File: src/rtl/wfd_pkg.sv
// Shared definitions for the waveform-digitizer merge path: FSM encoding and
// block header field layout.
package wfd_pkg;

  localparam int NCH_DEF = 16;
  localparam int WORD_W  = 16;
  localparam int CNT_W   = 9;

  localparam int HDR_FLAG    = 15;
  localparam int HDR_LEN_MSB = 8;
  localparam int HDR_LEN_LSB = 0;
  localparam int HDR_CH_MSB  = 14;
  localparam int HDR_CH_LSB  = 9;

  typedef enum logic [4:0] {
    S_IDLE  = 5'b00001,
    S_HDR   = 5'b00010,
    S_WAIT  = 5'b00100,
    S_DATA  = 5'b01000,
    S_SPARE = 5'b10000
  } state_t;

  function automatic logic is_hdr(input logic [WORD_W-1:0] w);
    return w[HDR_FLAG];
  endfunction

  function automatic logic [CNT_W-1:0] hdr_len(input logic [WORD_W-1:0] w);
    return w[HDR_LEN_MSB:HDR_LEN_LSB];
  endfunction

endpackage

File: src/rtl/chan_arbiter_if.sv
// Channel-side req/ack/din handshake plus the merged downstream word port.
interface chan_arbiter_if import wfd_pkg::*; #(parameter int NCH = NCH_DEF);

  logic [NCH-1:0]             req;
  logic [NCH-1:0]             ack;
  logic [NCH-1:0][WORD_W-1:0] din;
  logic [WORD_W-1:0]          dout;
  logic                       dwe;
  logic                       dfull;
  logic                       busy;
  logic [15:0]                err_cnt;

  modport slave  (input  req, din, dfull, output ack, dout, dwe, busy, err_cnt);
  modport master (output req, din, dfull, input  ack, dout, dwe, busy, err_cnt);

endinterface

File: src/rtl/rr_select.sv
// Combinational round-robin pick: first requester strictly after i_last,
// wrapping NCH-1 -> 0.
module rr_select #(
  parameter  int NCH = 16,
  localparam int SW  = $clog2(NCH)
) (
  input  logic [NCH-1:0] i_req,
  input  logic [SW-1:0]  i_last,
  output logic           o_any,
  output logic [SW-1:0]  o_sel
);

  int w_idx;

  // Walk offsets from farthest to nearest so the nearest requester wins.
  always_comb begin
    o_any = |i_req;
    o_sel = i_last;
    w_idx = 0;
    for (int off = NCH; off >= 1; off--) begin
      w_idx = (int'(i_last) + off) % NCH;
      if (i_req[SW'(w_idx)]) o_sel = SW'(w_idx);
    end
  end

endmodule

File: src/rtl/chan_arbiter.sv
// Merges whole per-channel blocks (header + L data words) into one word
// stream, serving channels round-robin one block per grant.
module chan_arbiter import wfd_pkg::*; #(
  parameter int NCH = NCH_DEF
) (
  input logic         clk,
  input logic         reset,
  chan_arbiter_if.slave bus
);

  localparam int GW = $clog2(NCH);

  state_t            r_state, w_state_n;
  logic [GW-1:0]     r_g, w_g_n;
  logic [GW-1:0]     r_last, w_last_n;
  logic [GW-1:0]     w_sel;
  logic              w_any;
  logic [CNT_W-1:0]  r_cnt, w_cnt_n;
  logic [WORD_W-1:0] r_dout, w_dout_n;
  logic [WORD_W-1:0] w_din_g;
  logic              r_dwe, w_dwe_n;
  logic              r_busy, w_busy_n;
  logic [NCH-1:0]    r_ack, w_ack_n;
  logic [15:0]       r_err, w_err_n;

  rr_select #(.NCH(NCH)) u_rr (
    .i_req  (bus.req),
    .i_last (r_last),
    .o_any  (w_any),
    .o_sel  (w_sel)
  );

  assign w_din_g = bus.din[r_g];

  // WAIT exists because din lags ack by two edges; every ack is followed by
  // one dead cycle before din[g] is looked at again.
  always_comb begin
    w_state_n = r_state;
    w_g_n     = r_g;
    w_last_n  = r_last;
    w_cnt_n   = r_cnt;
    w_dout_n  = r_dout;
    w_dwe_n   = 1'b0;
    w_ack_n   = '0;
    w_busy_n  = r_busy;
    w_err_n   = r_err;
    case (r_state)
      S_IDLE: begin
        if (w_any && !bus.dfull) begin
          w_g_n     = w_sel;
          w_busy_n  = 1'b1;
          w_state_n = S_HDR;
        end
      end
      S_HDR: begin
        if (!bus.dfull) begin
          w_ack_n[r_g] = 1'b1;
          w_state_n    = S_WAIT;
          if (is_hdr(w_din_g)) begin
            w_dout_n = w_din_g;
            w_dwe_n  = 1'b1;
            w_cnt_n  = hdr_len(w_din_g);
          end else begin
            // Stray word (e.g. leftover after a reset): drop it, count it.
            w_cnt_n = '0;
            if (r_err != 16'hFFFF) w_err_n = r_err + 16'd1;
          end
        end
      end
      S_WAIT: begin
        if (r_cnt == '0) begin
          w_last_n  = r_g;
          w_busy_n  = 1'b0;
          w_state_n = S_IDLE;
        end else begin
          w_state_n = S_DATA;
        end
      end
      S_DATA: begin
        if (!bus.dfull && bus.req[r_g]) begin
          w_dout_n     = w_din_g;
          w_dwe_n      = 1'b1;
          w_ack_n[r_g] = 1'b1;
          w_cnt_n      = r_cnt - CNT_W'(1);
          w_state_n    = S_WAIT;
        end
      end
      default: w_state_n = S_IDLE;
    endcase
  end

  always_ff @(posedge clk) begin
    if (reset) begin
      r_state <= S_IDLE;
      r_g     <= '0;
      r_last  <= GW'(NCH-1);
      r_cnt   <= '0;
      r_dout  <= '0;
      r_dwe   <= 1'b0;
      r_ack   <= '0;
      r_busy  <= 1'b0;
      r_err   <= '0;
    end else begin
      r_state <= w_state_n;
      r_g     <= w_g_n;
      r_last  <= w_last_n;
      r_cnt   <= w_cnt_n;
      r_dout  <= w_dout_n;
      r_dwe   <= w_dwe_n;
      r_ack   <= w_ack_n;
      r_busy  <= w_busy_n;
      r_err   <= w_err_n;
    end
  end

  assign bus.ack     = r_ack;
  assign bus.dout    = r_dout;
  assign bus.dwe     = r_dwe;
  assign bus.busy    = r_busy;
  assign bus.err_cnt = r_err;

endmodule

File: src/flat_wrapper.sv
// flat-port wrapper written by rule: the top's interface ports become plain ports
module chan_arbiter_flat import wfd_pkg::*;
#(
  parameter int NCH = NCH_DEF
)
  (clk, reset, bus_req, bus_din, bus_dfull, bus_ack, bus_dout, bus_dwe, bus_busy, bus_err_cnt);
  chan_arbiter_if #(.NCH(NCH)) bus_i ();
  input logic clk;
  input logic reset;
  input wire logic [$bits(bus_i.req)-1:0] bus_req;
  input wire logic [$bits(bus_i.din)-1:0] bus_din;
  input wire logic [$bits(bus_i.dfull)-1:0] bus_dfull;
  output wire logic [$bits(bus_i.ack)-1:0] bus_ack;
  output wire logic [$bits(bus_i.dout)-1:0] bus_dout;
  output wire logic [$bits(bus_i.dwe)-1:0] bus_dwe;
  output wire logic [$bits(bus_i.busy)-1:0] bus_busy;
  output wire logic [$bits(bus_i.err_cnt)-1:0] bus_err_cnt;
  assign bus_i.req = bus_req;
  assign bus_i.din = bus_din;
  assign bus_i.dfull = bus_dfull;
  assign bus_ack = bus_i.ack;
  assign bus_dout = bus_i.dout;
  assign bus_dwe = bus_i.dwe;
  assign bus_busy = bus_i.busy;
  assign bus_err_cnt = bus_i.err_cnt;
  chan_arbiter #(.NCH(NCH)) u_core (.clk(clk), .reset(reset), .bus(bus_i));
endmodule
File: config.mk
export PLATFORM = sky130hd
export DESIGN_NAME = chan_arbiter_flat
export DESIGN_NICKNAME = d
export VERILOG_FILES = /design/src/rtl/wfd_pkg.sv /design/src/rtl/chan_arbiter_if.sv /design/src/rtl/rr_select.sv /design/src/rtl/chan_arbiter.sv /design/src/flat_wrapper.sv
export SDC_FILE = /design/constraint.sdc
export NUM_CORES = 1
export LEC_CHECK = 0
export CAP_MARGIN = 20
export CORE_ASPECT_RATIO = 0.9
export CORE_MARGIN = 2
export CORE_UTILIZATION = 43
export CTS_BUF_LIST = sky130_fd_sc_hd__clkbuf_4
export DETAILED_ROUTE_END_ITERATION = 8
export GPL_TIMING_DRIVEN = 0
export PLACE_DENSITY = 0.86
export SLEW_MARGIN = 20
export SYNTH_ARGS = -nofsm -noshare
export SYNTH_HDL_FRONTEND = slang
export SYNTH_SLANG_ARGS = --single-unit
File: constraint.sdc
create_clock -name clk -period 5.35 [get_ports clk]
set_input_delay 1.07 -clock clk [delete_from_list [all_inputs] [get_ports clk]]
set_output_delay 1.07 -clock clk [all_outputs]
set_load 0.005 [all_outputs]
* Yosys cells after proc, flatten, opt, wreduce, memory -nomap -nowiden *
Index checks and enable logic that the tools add are counted.

operators by class
  muxes and demuxes = 93
  div/mod/pow operators = 0
  magnitude comparators = 18
  $mul = 0
  eq/ne operators = 10
  add/sub/neg operators = 18
  bitwise logic cells = 2
  shifts and indexed selects = 0
  reduce and logical (&&, ||, !) cells = 15

operators with widths
  kind                     number
  $lt A4 B6 Y1 const B     16
  $mux W16                 6
  $bmux W1 S4              17
  $mux W4                  17
  $bmux W16 S4             1
  $pmux W16 S2             2
  $mux W1                  39
  $add A4 B4 Y4 const B    8
  $mux W9                  3
  $pmux W5 S4              1
  $pmux W9 S2              1
  $add A16 B1 Y16 const B  1
  $add A4 B3 Y4 const B    4
  $ne A16 B16 Y1 const B   1
  $reduce_or A16 Y1        1
  $mux W5                  3
  $logic_not A9 Y1         1
  $reduce_and A3 Y1        3
  $sub A9 B1 Y9 const B    1
  $add A4 B1 Y4 const B    2
  $add A4 B2 Y4 const B    2
  $ne A2 B1 Y1 const B     4
  $reduce_and A4 Y1        2
  $eq A5 B1 Y1 const B     1
  13 further kinds         19

storage, ports and cells
  logic and storage cells = 165
  memory bits (read-only) = 0
  register bits = 72
  memories kept = 0
  bits in latches = 0
  input port bits = 275
  memory bits (writable) = 0

* Logic depth before layout (Yosys ltp) *
  word-level depth = 20
  gate-level depth with buffers = 14

* By module *
From an unflattened synthesis, not the netlist that was laid out.

second synthesis, totals
  cell total of the unflattened synthesis = 634
  area total of the unflattened synthesis = 6,822.8 sq um

by module, submodules not included
  module        area an instance (sq um)  cells each  seq. area each (sq um)  times used
  chan_arbiter  4,933.5                   432         1,421.4                 1
  rr_select     1,889.3                   202         0.0                     1

* Worst setup path before layout *
Ideal clock, no wire load.

  path type = reg2reg
  start = reg u_core.r_last[1]
  end = reg u_core.r_g[1]
  arrival = 3.870 ns
  buffers on the path = 3
  stages on the path, launching flop included = 14
  path slack = 1.355 ns
  library setup time = 0.125 ns
  cells stage by stage = dfxtp_1 -> buf_2 -> buf_1 -> inv_1 -> ha_1 -> buf_2 -> mux2_2 -> mux4_2 -> mux2_2 -> nand2_1 -> a211oi_1 -> a2111oi_0 -> a31oi_1 -> o41a_1

between the ends
  longest elaborated chain between the ends = 20

ends and longest elaborated chain
  item                                        line                 RTL
  start, declared                             chan_arbiter.sv:15   logic [GW-1:0] r_last, w_last_n;
  start signal, assigned                      chan_arbiter.sv:96   r_last <= GW'(NCH-1);
  start signal, assigned                      chan_arbiter.sv:106  r_last <= w_last_n;
  $add A4 B1 Y4                               rr_select.sv:21      w_idx = (int'(i_last) + off) % NCH;
  $bmux W1 S4                                 rr_select.sv:22      if (i_req[SW'(w_idx)]) o_sel = SW'(w_idx);
  $mux W1 (not written as such) (2 in a row)  rr_select.sv:22
  $mux W4 (15 in a row)                       rr_select.sv:22
  $mux W4 *                                   rr_select.sv:22
  end signal, assigned                        chan_arbiter.sv:105  r_g <= w_g_n;
  end, declared                               chan_arbiter.sv:14   logic [GW-1:0] r_g, w_g_n;

Mark *: on every way between the ends. The rest lies on a longest branch, timed or not. The select of a mux whose other input is x is not followed.
A chain may end at the register's enable or synchronous reset.

* Worst setup path in the final report *
Same ends and word-level chain as after synthesis.

==> flow_metrics.py <==
metrics = {
    "timing": {
        "fmax_ghz": 0.199,
        "whs_ps": 470,
        "setup_total_negative_slack_ps": 0,
        "max_slew_margin_pct": 38.7,
        "setup_slack_ps": 322,
        "final-max-slew-violation-count": 0,
        "min_clock_period_post_route_ps": 5030,
        "final.setup_skew_ps": 17.6,
        "final_hold_viol_count": 0,
        "setup_repair_after_global_routing_missed_its_margin": "false",
        "layout_worst_path_cycle_share_pct": 94.0,
        "tightest_slew_ps": 920,
        "setup_violations": 0,
    },
    "floorplan": {
        "core_sq_um": 16000,
        "initial_utilization_pct": 43.6,
        "die-area_sq_um": 17200,
        "die_h_um": 125,
        "total_number_of_placement_rows": 44,
        "fp.dieW_um": 138,
        "design.portCount": 325,
    },
    "layout": {
        "final_util_pct": 66.9,
        "post_route_cells_drive_above_1_share_pct": 16.5,
        "seqCellArea_sq_um": 1420,
        "area_overhead_vs_synth_pct": 53.5,
        "multi_input_comb_area_sq_um": 5270,
        "layout.nets": 1274,
        "filler_cell_count": 1274,
    },
    "place": {
        "buffer_ports.inserted": 324,
        "place_worst_setup_slack_ps": 440,
        "gp_routability_congestion": 1.08,
        "hpwlAfterDp_um": 25500,
    },
    "detailed_routing": {
        "detailroute.via_count": 7553,
        "drt_pass1_iterations": 6,
        "wl_met3_um": 2850,
        "detail_route.wl_per_cell_um": 25.4,
        "routed.top_layer": "met4",
        "totalWireLength_um": 30900,
        "wl_met1_um": 11400,
        "ant_nets": 0,
        "detail_route.iter0.violations": 793,
        "met2RoutedLength_um": 14300,
        "detail_route.drc_violations": 0,
        "detail_route.vias_per_cell": 6.21,
    },
    "synthesis": {
        "synthMuxAreaShare_pct": 45.9,
        "post_synthesis_async_set_or_reset_flop_share_pct": 0,
        "synth_top_area_cell": "sky130_fd_sc_hd__mux4_2",
        "synth_xor_area_share_pct": 3.78,
        "synthesis.nets": 939,
        "synth_compound_area_share_pct": 10.1,
        "synth-adder-area-share_pct": 1.62,
        "synth_edf_count": 0,
        "synth_flop_cell": "sky130_fd_sc_hd__dfxtp_1",
        "postSynthAreaPerCell_sq_um": 10.6,
        "post_synth_num_cell_types": 66,
        "syn_inst": 655,
        "post_synth_and_or_nand_nor_area_fraction_pct": 14.2,
        "yosys-top-cells-area": "sky130_fd_sc_hd__mux4_2, sky130_fd_sc_hd__dfxtp_1, sky130_fd_sc_hd__mux2i_1, sky130_fd_sc_hd__nor2_1, sky130_fd_sc_hd__mux2_2",
        "yosysWarnings": 0,
        "post_synthesis_instance_area_sq_um": 6960,
        "postSynthRegisterBits": 71,
        "synth.yosys.seq_area_share_pct": 20.4,
        "synth_top_family_by_area": "multiplexers",
        "yosysTopAreaCellShare_pct": 35.0,
    },
    "pwr": {
        "pwr-share-clk_pct": 29.0,
        "leakage_power_nw": 3.68,
        "power_frac_seq_pct": 35.0,
        "p_per_area_nw_per_um2": 145,
        "swShare_pct": 27.8,
        "net-switching-power_mw": 0.431,
        "peakVddDrop_mv": 0.169,
        "internal-power_mw": 1.12,
        "power.share.combinational_pct": 36.1,
    },
    "critical_path": {
        "cp_max_fo": 10,
        "worstSetupEndpointType": "flop",
        "required_ps": 5640,
        "crit_arrival_ps": 5310,
        "r2r_setup_slack_ps": 320,
        "timing.critical_path.from_type": "flop",
        "timing_worst_setup_path_type": "flop to flop",
    },
    "grt": {
        "first_global_vias": 7542,
        "antenna_found_initial": 15,
        "groute.usage.overall_pct": 35.1,
        "grt_max_degree": 13,
        "first_pass_grt_wire_length_um": 45600,
        "grt.overflow.total": 0,
    },
    "cts": {
        "htree_num_levels": 3,
        "postCtsSetupBuffers": 0,
        "resize_count_post_cts": 0,
        "cts_made_buffers": 9,
        "clk_pin_slew_worst_paths_ps": 130,
        "clock_tree.root_cell": "sky130_fd_sc_hd__clkbuf_4",
        "cts_hold_buf": 0,
        "clk_latency_ps": 440,
        "numClockSinks": 71,
        "cts_max_path_buffers": 2,
        "tritoncts_clock_tree": "built",
    },
    "min_path": {
        "worst_hold_path_type": "flop to flop",
    },
    "job": {
        "cap_violations": 0,
    },
    "outcome": {
        "run_status": "completed",
    },
}
## power groups by stage
stage / Sequential (mW) / Clock, mW / Combinational, mW
floorplan: 0.551 / 0 / 0.248
global placement: 0.553 / 0 / 0.543
detailed placement: 0.553 / 0 / 0.548
CTS: 0.542 / 0.449 / 0.551
global route: 0.543 / 0.472 / 0.587
finish: 0.542 / 0.449 / 0.559
## flip-flops by register name, summed over array words and instances (netlist names)
register,flops
u_core.bus.ack,16
u_core.bus.dout,16
u_core.bus.err_cnt,16
u_core.r_cnt,9
u_core.r_g,4
u_core.r_last,4
u_core.r_state,4
u_core.bus.busy,1
u_core.bus.dwe,1
## worst max-delay path: stages, from the launching register on
cell and delay [ps]:
sky130_fd_sc_hd__dfxtp_1 420, sky130_fd_sc_hd__buf_2 300, sky130_fd_sc_hd__buf_1 560, sky130_fd_sc_hd__inv_1 390, sky130_fd_sc_hd__ha_1 510, sky130_fd_sc_hd__buf_2 310, sky130_fd_sc_hd__mux2_2 410, sky130_fd_sc_hd__mux2_2 290
sky130_fd_sc_hd__mux2i_1 370, sky130_fd_sc_hd__o21ai_1 300, sky130_fd_sc_hd__a2111oi_0 470, sky130_fd_sc_hd__a31oi_1 140, sky130_fd_sc_hd__o41a_1 420
## Yosys cell counts (all sizes together) (2+ instances only)
library cell and number:
xnor2 12, ha 9, nand3 8, and3 2, mux2i 41, nor2b 7, a211oi 9, nand4b 3
o211ai 5, nand3b 3, dfxtp 71, o21ai 22, a21boi 2, nor4bb 2, a221oi 4, nand2b 9
mux4 112, nand4 8, or3b 2, a311oi 3, xor2 18, nand2 46, o22ai 3, inv 15
a21oi 30, a31oi 7, or3 7, o31ai 2, a22oi 4, clkbuf 26, nor3 12, nor4 8
and2 6, mux2 22, buf 21, nor2 73
## stage by stage
step	total power [mW]	cells	cell area, sq um
2_1_floorplan	0.799	655	6960
3_3_place_gp	1.10	1186	10500
3_5_place_dp	1.10	1186	10500
4_1_cts	1.54	1202	10600
5_1_grt	1.60	1216	10700
6_report	1.55	1217	10700
## routing by layer
metal  vias to the layer above  track usage (%)
li1                       3288                -
met4                         0             22.4
met3                        91             7.27
met2                       515             55.3
met5                         -                0
met1                      3659             44.2
## cell families after synthesis
family,Yosys count
compound gates,106
xor+xnor,30
fa+ha+maj,9
buf+inv,62
flops,71
mux,175
simple gates,202
## layout make-up
type,instances,area share (%)
multi-input combinational,522,49.3
timing repair buffer,324,30.4
sequential,71,13.3
tap,207,2.43
buffer,47,1.99
clock inverter,6,1.01
clock buffer,10,0.703
inverter,15,0.527
antenna,15,0.351
## worst paths after layout
kind / from / endpoint / cells after the start
worst max-delay path: u_core.r_last[1]$_SDFFE_PP1P_ / u_core.r_g[1]$_SDFFE_PP0P_ / 12
worst min-delay path: u_core.r_cnt[8]$_SDFFE_PP0P_ / u_core.r_cnt[8]$_SDFFE_PP0P_ / 2
worst max register to register: u_core.r_last[1]$_SDFFE_PP1P_ / u_core.r_g[1]$_SDFFE_PP0P_ / 12
worst min register to register: u_core.r_cnt[8]$_SDFFE_PP0P_ / u_core.r_cnt[8]$_SDFFE_PP0P_ / 2
## cell usage in the layout, fill, tap and decap left out, types with 8 or more instances in the layout
cell type and n:
sky130_fd_sc_hd__nor3_1 11, sky130_fd_sc_hd__ha_1 9, sky130_fd_sc_hd__a211oi_1 9, sky130_fd_sc_hd__nand2b_1 9, sky130_fd_sc_hd__o21ai_0 21, sky130_fd_sc_hd__dfxtp_1 71
sky130_fd_sc_hd__nand4_1 8, sky130_fd_sc_hd__mux2_2 22, sky130_fd_sc_hd__xor2_1 18, sky130_fd_sc_hd__nand3_1 8, sky130_fd_sc_hd__nor4_1 8, sky130_fd_sc_hd__clkbuf_1 26
sky130_fd_sc_hd__buf_1 9, sky130_fd_sc_hd__mux2i_1 41, sky130_fd_sc_hd__clkdlybuf4s50_1 324, sky130_fd_sc_hd__diode_2 15, sky130_fd_sc_hd__nor2_1 73, sky130_fd_sc_hd__nand2_1 46
sky130_fd_sc_hd__xnor2_1 12, sky130_fd_sc_hd__inv_1 15, sky130_fd_sc_hd__clkbuf_4 10, sky130_fd_sc_hd__a21oi_1 30, sky130_fd_sc_hd__mux4_2 108
No activity file was read; power rests on OpenSTA's default activity.
==> RTL change: new RTL, same settings <==
Reset style: asynchronous (`reset`), changed in one clocked block.
--- a/src/rtl/chan_arbiter.sv
+++ b/src/rtl/chan_arbiter.sv
@@ -91,3 +91,3 @@
 
-  always_ff @(posedge clk) begin
+  always_ff @(posedge clk or posedge reset) begin
     if (reset) begin
Check against the original RTL: differs if reset is asserted again (counterexample within 4 cycles, from zero or initial values and one cycle with reset high); with reset held inactive, the same outputs for 4 cycles.
==> RTL change against the unedited design <==
- wire length is 2.9% higher
- critical path depth is 2 higher
- cell area is 2.0% higher
- sequential share of layout area is 3.1 points higher
- worst setup slack better by 470 ps
- first-iteration DRC count is 32% higher
- non-clock buffer count is 1 lower
- global-route usage is 0.44 points higher
- synthesized area is 3.4% higher
- sequential cell count stayed put
- critical endpoint is now u_core.r_g[0]$_DFFE_PP0P_
Power is left out: it rests on default switching activity, and per cell area and clock period it moved more than threefold.
==> RTL change: results (changes against the unedited design) <==
** Status
- Outcome :: complete, no violations (unchanged)

** Final layout
- The share of layout cells above drive strength 1 came to 0.195 (was 0.165).

** Setup path
- The startpoint of the worst setup timing path is u_core.r_last[1]$_DFFE_PP1P_ (was u_core.r_last[1]$_SDFFE_PP1P_).
- Slowest stage delay, CP :: 630 ps (was 560 ps)
- The number of cells traversed by the worst register-to-register path was 14 (was 12).
- WP data arrival :: 4880 ps (was 5310 ps)

** GRT
- First-pass GRT wire length :: 46300 um (was 45600 um)
- Antenna violations before repair :: 7 (was 15)
- The met1 global-route usage was 0.475 (was 0.442).
- Met3 routing resource usage after global routing :: 0.111 (was 0.0727)
- The met2 routing resource usage after global routing came to 0.552 (was 0.553).

** Routing
- The length of routed met2 wiring is 15000 um (was 14300 um).
- The via count is 7523 (was 7553).
- Via-per-instance ratio :: 6.28 (was 6.21)
- The number of violations reported at the end of detailed-routing iteration 0 is 1043 (was 793).
- Metal-1 WL :: 12000 um (was 11400 um)
- Top metal layer carrying routed signals :: met5 (was met4)
- Detail-routed net length per standard cell :: 26.5 um (was 25.4 um)

** Synth
- Number of distinct library cells after synthesis :: 69 (was 66)
- Synth Net Count :: 930 (was 939)
- Top post-synthesis cells by count :: 100 x sky130_fd_sc_hd__mux4_2, 66 x sky130_fd_sc_hd__dfrtp_1, 49 x sky130_fd_sc_hd__nor2_1, 38 x sky130_fd_sc_hd__nand2_1, 33 x sky130_fd_sc_hd__mux2i_1 (was 108 x sky130_fd_sc_hd__mux4_2, 73 x sky130_fd_sc_hd__nor2_1, 71 x sky130_fd_sc_hd__dfxtp_1, 46 x sky130_fd_sc_hd__nand2_1, 41 x sky130_fd_sc_hd__mux2i_1)
- Gate count after technology mapping :: 646 (was 655)
- The proportion of synthesized chip area in sequential cells came to 0.248 (was 0.204).
- Synth top area cells: sky130_fd_sc_hd__mux4_2 31%, sky130_fd_sc_hd__dfrtp_1 23%, sky130_fd_sc_hd__mux2i_1 4.6% (was sky130_fd_sc_hd__mux4_2 35%, sky130_fd_sc_hd__dfxtp_1 20%, sky130_fd_sc_hd__mux2i_1 5.9%).

** Place
- Final weighted congestion in routability-driven placement :: 1.03 (was 1.08)
- The post-DP HPWL is 26500 um (was 25500 um).
- The cell area reported after detailed placement is 10700 um^2 (was 10500 um^2).

** STA
- Achievable Freq :: 219 MHz (was 199 MHz)

** Clock tree
- Skew-Pair Late Insertion Delay :: 460 ps (was 440 ps)
==> RTL change: changes by cell type in the layout (fill, tap and decap cells not counted), sizes merged, moves of 12 or more <==
cell	delta
mux2	+15
dfxtp	-71
nor2	-24
mux4	-12
nand3	+16
dfrtp	+66
o21ai	+12
==> RTL change: how the worst min path moves through the flow <==
stage / slack [ps] / depth (start not counted) / endpoint / from
global route: 530 / 1 / u_core.bus.err_cnt[13]$_DFFE_PP0P_ / u_core.bus.err_cnt[13]$_DFFE_PP0P_
detailed placement: 490 / 1 / u_core.bus.err_cnt[13]$_DFFE_PP0P_ / u_core.bus.err_cnt[13]$_DFFE_PP0P_
finish: 510 / 1 / u_core.bus.err_cnt[13]$_DFFE_PP0P_ / u_core.bus.err_cnt[13]$_DFFE_PP0P_
global placement: 480 / 1 / u_core.bus.err_cnt[13]$_DFFE_PP0P_ / u_core.bus.err_cnt[13]$_DFFE_PP0P_
CTS: 510 / 1 / u_core.bus.err_cnt[13]$_DFFE_PP0P_ / u_core.bus.err_cnt[13]$_DFFE_PP0P_
floorplan: 470 / 2 / u_core.r_cnt[8]$_DFFE_PP0P_ / u_core.r_cnt[8]$_DFFE_PP0P_
==> RTL change: logic make-up after synthesis <==
| group | after synthesis | share of synthesized area |
|---|---|---|
| xor gates and xnor gates | 30 | 0.0376 |
| AOI/OAI and AO/OA | 111 | 0.0991 |
| buffers and inverters | 62 | 0.0402 |
| DFF | 71 | 0.248 |
| and+or+nand+nor | 192 | 0.135 |
| muxes | 171 | 0.425 |
| adders and majority gates | 9 | 0.0157 |
==> RTL change: area by class of cell <==
type	count	share of cell area
multi-input combinational	513	0.470
timing repair buffer	325	0.300
sequential	71	0.164
tap	207	0.0238
buffer	45	0.0207
clock inverter	6	0.00793
clock buffer	9	0.00620
inverter	17	0.00609
antenna	5	0.00115
